<file path="src/rtl/obs_pkg.sv">
// obs_pkg: shared types for the copy1/copy2 observation trace checker.
//   obs_kind_t  : kind of observation event (commit, load, store)
//   obs_t       : one buffered observation {kind, addr}
//   chk_state_e : checker control state
//   obs_differs : true when two observations do not match
package obs_pkg;

   // Widest address an observation can carry.
   // obs_trace_checker zero-extends narrower addresses into this field.
   localparam int OBS_AW = 32;

   typedef enum logic [1:0] {
      OBS_COMMIT = 2'd0,
      OBS_LOAD   = 2'd1,
      OBS_STORE  = 2'd2,
      OBS_RSVD   = 2'd3
   } obs_kind_t;

   typedef struct packed {
      obs_kind_t         kind;
      logic [OBS_AW-1:0] addr;
   } obs_t;

   typedef enum logic [1:0] {
      ST_RUN   = 2'd0,
      ST_DRAIN = 2'd1,
      ST_DONE  = 2'd2
   } chk_state_e;

   function automatic logic obs_differs(input obs_t x, input obs_t y);
      return (x.kind != y.kind) || (x.addr != y.addr);
   endfunction

endpackage

</file>
<file path="src/rtl/obs_fifo.sv">
// obs_fifo: DEPTH-entry FIFO of obs_t, one per observation stream.
// Ports:
//   clk, rst   clock, synchronous active-high reset (empties the FIFO)
//   push       write push_data at the tail (accepted if not full, or if popped this cycle)
//   push_data  entry to write
//   pop        remove the head (ignored when empty)
//   head       current head entry (valid when !empty)
//   full       DEPTH entries held
//   empty      no entries held
//   drop       push arrived while full and not popped: entry discarded this cycle
// Occupancy uses read/write pointers with one extra wrap bit, so all DEPTH+1
// fill levels are distinguishable. A push into an empty FIFO becomes visible
// at head only after the clock edge (no bypass path).
module obs_fifo
   import obs_pkg::*;
#(
   parameter int DEPTH = 8
) (
   input  logic clk,
   input  logic rst,
   input  logic push,
   input  obs_t push_data,
   input  logic pop,
   output obs_t head,
   output logic full,
   output logic empty,
   output logic drop
);

   localparam int IW = $clog2(DEPTH);
   localparam int PW = IW + 1;

   logic [PW-1:0] wr_ptr;
   logic [PW-1:0] rd_ptr;
   obs_t          mem [DEPTH];
   logic          do_pop;
   logic          do_push;

   assign empty = (wr_ptr == rd_ptr);
   assign full  = (wr_ptr[PW-1] != rd_ptr[PW-1]) &&
                  (wr_ptr[IW-1:0] == rd_ptr[IW-1:0]);

   // Pop frees its slot before the push lands, so a full FIFO that is
   // popped in the same cycle still accepts the new entry.
   assign do_pop  = pop & ~empty;
   assign do_push = push & (~full | do_pop);
   assign drop    = push & full & ~do_pop;

   assign head = mem[rd_ptr[IW-1:0]];

   always_ff @(posedge clk) begin
      if (rst) begin
         wr_ptr <= '0;
         rd_ptr <= '0;
      end else begin
         if (do_push) wr_ptr <= wr_ptr + 1'b1;
         if (do_pop)  rd_ptr <= rd_ptr + 1'b1;
      end
   end

   // Storage carries no reset; only the pointers define which slots are live.
   always_ff @(posedge clk) begin
      if (do_push) mem[wr_ptr[IW-1:0]] <= push_data;
   end

endmodule

</file>
<file path="config.mk">
export PLATFORM = sky130hd
export DESIGN_NAME = obs_fifo
export DESIGN_NICKNAME = d
export VERILOG_FILES = /design/src/rtl/obs_pkg.sv /design/src/rtl/obs_fifo.sv
export SDC_FILE = /design/constraint.sdc
export NUM_CORES = 1
export LEC_CHECK = 0
export CAP_MARGIN = 20
export CORE_MARGIN = 5
export CORE_UTILIZATION = 63
export DETAILED_ROUTE_END_ITERATION = 10
export PLACE_DENSITY = 0.86
export RECOVER_POWER = 100
export SLEW_MARGIN = 20
export SYNTH_ARGS = -nofsm -noshare
export SYNTH_HDL_FRONTEND = slang
export SYNTH_SLANG_ARGS = --single-unit
</file>
<file path="constraint.sdc">
create_clock -name clk -period 9.4 [get_ports clk]
set_input_delay 2.35 -clock clk [delete_from_list [all_inputs] [get_ports clk]]
set_output_delay 2.35 -clock clk [all_outputs]
set_load 0.1 [all_outputs]
</file>
==> impl_metrics.toml <==
[place]
place.gp.congestion = 0.832
placed_cell_area_um2 = 11900
placedCellCount = 751
portBuffers = 74
hpwl_mm = 10.6

[timing]
finalCriticalPeriod_ns = 7.09
slew_viol_final = 281
finClkSkew_ns = 0.0103
max_slew.worst_pin.slew_ns = 2.72
rsz0062_at_grt = "false"
whs_ns = 0.565
period_share = 0.755
hold_violations = 0
fin_tns_setup_ns = 0
slew_headroom = -0.816
setup_viol = 0
max_freq_mhz = 141

[synth]
netlist_instances = 466
synth_top_flop_cell = "edfxtp_1"
yosysMostFrequentCell = "edfxtp_1"
ys_types = 36
yosysTopAreaCell = "edfxtp_1"
synth_edf_count = 272
synth_commonest_cells = "edfxtp_1 (272), mux4_2 (68), mux2_4 (20), mux2_2 (15), dfxtp_1 (11)"
synth.area.top_cells = "edfxtp_1 (75%), mux4_2 (14%), mux2_4 (2.8%)"
netlist.area_leader.share = 0.748
syn_avg_cell_area_um2 = 23.4
async_flop_share = 0
syn_area_um2 = 10900
synth_fp_nets = 506
ys_seq_area_frac = 0.769
ys_ff_latch = 283
synth_warnings = 0

[setup_path]
startpoint_type = "input port"
r2r_slack_ns = 5.63
reg2reg_depth = 5
crit_path_start = "pop"
cp-end-kind = "output port"
worstSetupPathType = "input port to output port"
cp_max_fo = 7
timing.rr.end = "mem[4][26]"
critPathRequiredTime_ns = 7.05
r2r-start = "wr_ptr[1]"
crit_arrival_ns = 4.74

[drt]
via_count = 4959
drc = 0
drt-initial-drc-count = 344
wl_per_cell_um = 25.8
ant_nets = 0
drtPass1Iterations = 5
viasPerCell = 6.21
wl_mm = 20.7

[die]
dieArea_um2 = 20100
start_util = 0.638
core.rowCount = 48
die_h_um = 142
io_pins = 75
die_w_um = 142
core_um2 = 17100

[run_status]
outcome = "complete, but fails checks"
violations = "max-capacitance violations, max-slew violations"

[cells_and_area]
fin_cells = 799
multiInputGateArea_um2 = 2390
area_growth_pct = 16.6
nets = 596
fin_area_um2 = 12700
layout-drive-gt1-share = 0.272
final.fill_count = 920
regArea_um2 = 8400

[clocking]
cts_tree = "done"
cts.sinks = 283
cts-root-buf = "clkbuf_16"
post_cts_resized = 0
clkLatencyLatePin_ns = 0.53
post_cts_buffers = 0
h-tree-depth = 1
cts_buffers = 28
ctsHoldBuffers = 0
cts.path.max_buffers = 3
clkTransAtPathRegs_ns = 0.05

[worst_hold_path]
hold-path-cell-count = 2
min_to = "rd_ptr[3]"
min_from = "rd_ptr[3]"
hold_class = "flop to flop"

[global_route]
grt_usage = 0.215
antenna_found_initial = 1
grt_pass1_wl_mm = 31.9
grt_max_degree = 69
grt_pass1_vias = 5436
gr-total-overflow = 0

[pwr]
power_frac_clock = 0.329
pwr-share-seq = 0.465
power.density_nw_per_um2 = 249
switching_share = 0.286
p_comb_frac = 0.207
p_total_mw = 3.17
leakage_nw = 4.02
irDropWorstVdd_mv = 0.179
p_switching_uw = 906
power.internal_mw = 2.26

[run]
drv_cap = 8
[per-layer routing]
layer | up-vias | part of all wire | GRT usage
li1 | 2136 | - | -
met1 | 2600 | 0.38 | 0.291
met2 | 192 | 0.54 | 0.376
met3 | 29 | 0.059 | 0.0330
met4 | 2 | 0.016 | 0.0495
met5 | - | 0.00063 | 0
[layout by cell type (no fill, tap or decap), types with 3 or more instances in the layout]
cell type and instances:
edfxtp_1 272, dlygate4sd3_1 72, mux4_2 68, clkbuf_16 29, mux2_4 20, mux2_2 15, clkbuf_1 15, clkinv_2 8
dfxtp_1 8, nor2_1 6, xnor2_1 4, o21ai_0 4, nor3_2 4, inv_1 3, nand2_1 3, nand2b_1 3
[worst max-delay path, cell delays in order]
cell and delay, ns:
dlygate4sd3_1 0.60, inv_1 0.16, a41o_1 0.25, and3_1 0.18
dlygate4sd3_1 1.20
[worst max path at each step]
stage | end | slack (ns)
after CTS | drop | 2.46
after detailed placement | drop | 2.48
after floorplan | mem[0][0] | 3.12
after global placement | drop | 2.53
after global routing | drop | 2.21
final | drop | 2.31
[power by group through the flow]
| stage | clock, mW | sequential [mW] | combinational [mW] |
|---|---|---|---|
| 2_1_floorplan | 0 | 1.45 | 0.587 |
| 3_3_place_gp | 0 | 1.50 | 0.668 |
| 3_5_place_dp | 0 | 1.50 | 0.677 |
| 4_1_cts | 1.06 | 1.47 | 0.682 |
| 5_1_grt | 1.12 | 1.48 | 0.681 |
| 6_report | 1.04 | 1.47 | 0.654 |
[kinds of logic after synthesis]
kind of cell               Yosys count  share of synthesized area
DFF                                283                      0.769
AOI/OAI and AO/OA                   12                    0.00780
xor gates and xnor gates             6                    0.00482
buffers and inverters               28                     0.0165
and+or+nand+nor                     29                     0.0138
adders and majority gates            2                    0.00229
muxes                              106                      0.186
[metrics by stage]
stage | utilization | setup WS, ns
2_1_floorplan | - | 3.12
3_5_place_dp | 0.695 | 2.48
4_1_cts | 0.745 | 2.46
6_report | 0.744 | 2.31
5_1_grt | 0.743 | 2.21
3_3_place_gp | 0.695 | 2.53
[sequential cells by signal, indices dropped and copies added, names as in the netlist, named ones only]
signal and cells:
mem 272, rd_ptr 4, wr_ptr 4
[final cells by class]
cell class / instances / area share
clock buffer: 36 / 0.0591
sequential: 283 / 0.660
clock inverter: 11 / 0.00816
tap: 225 / 0.0221
timing repair buffer: 84 / 0.0617
inverter: 4 / 0.00118
antenna: 1 / 0.000197
multi-input combinational: 155 / 0.188
(Power assumes the default switching activity.)
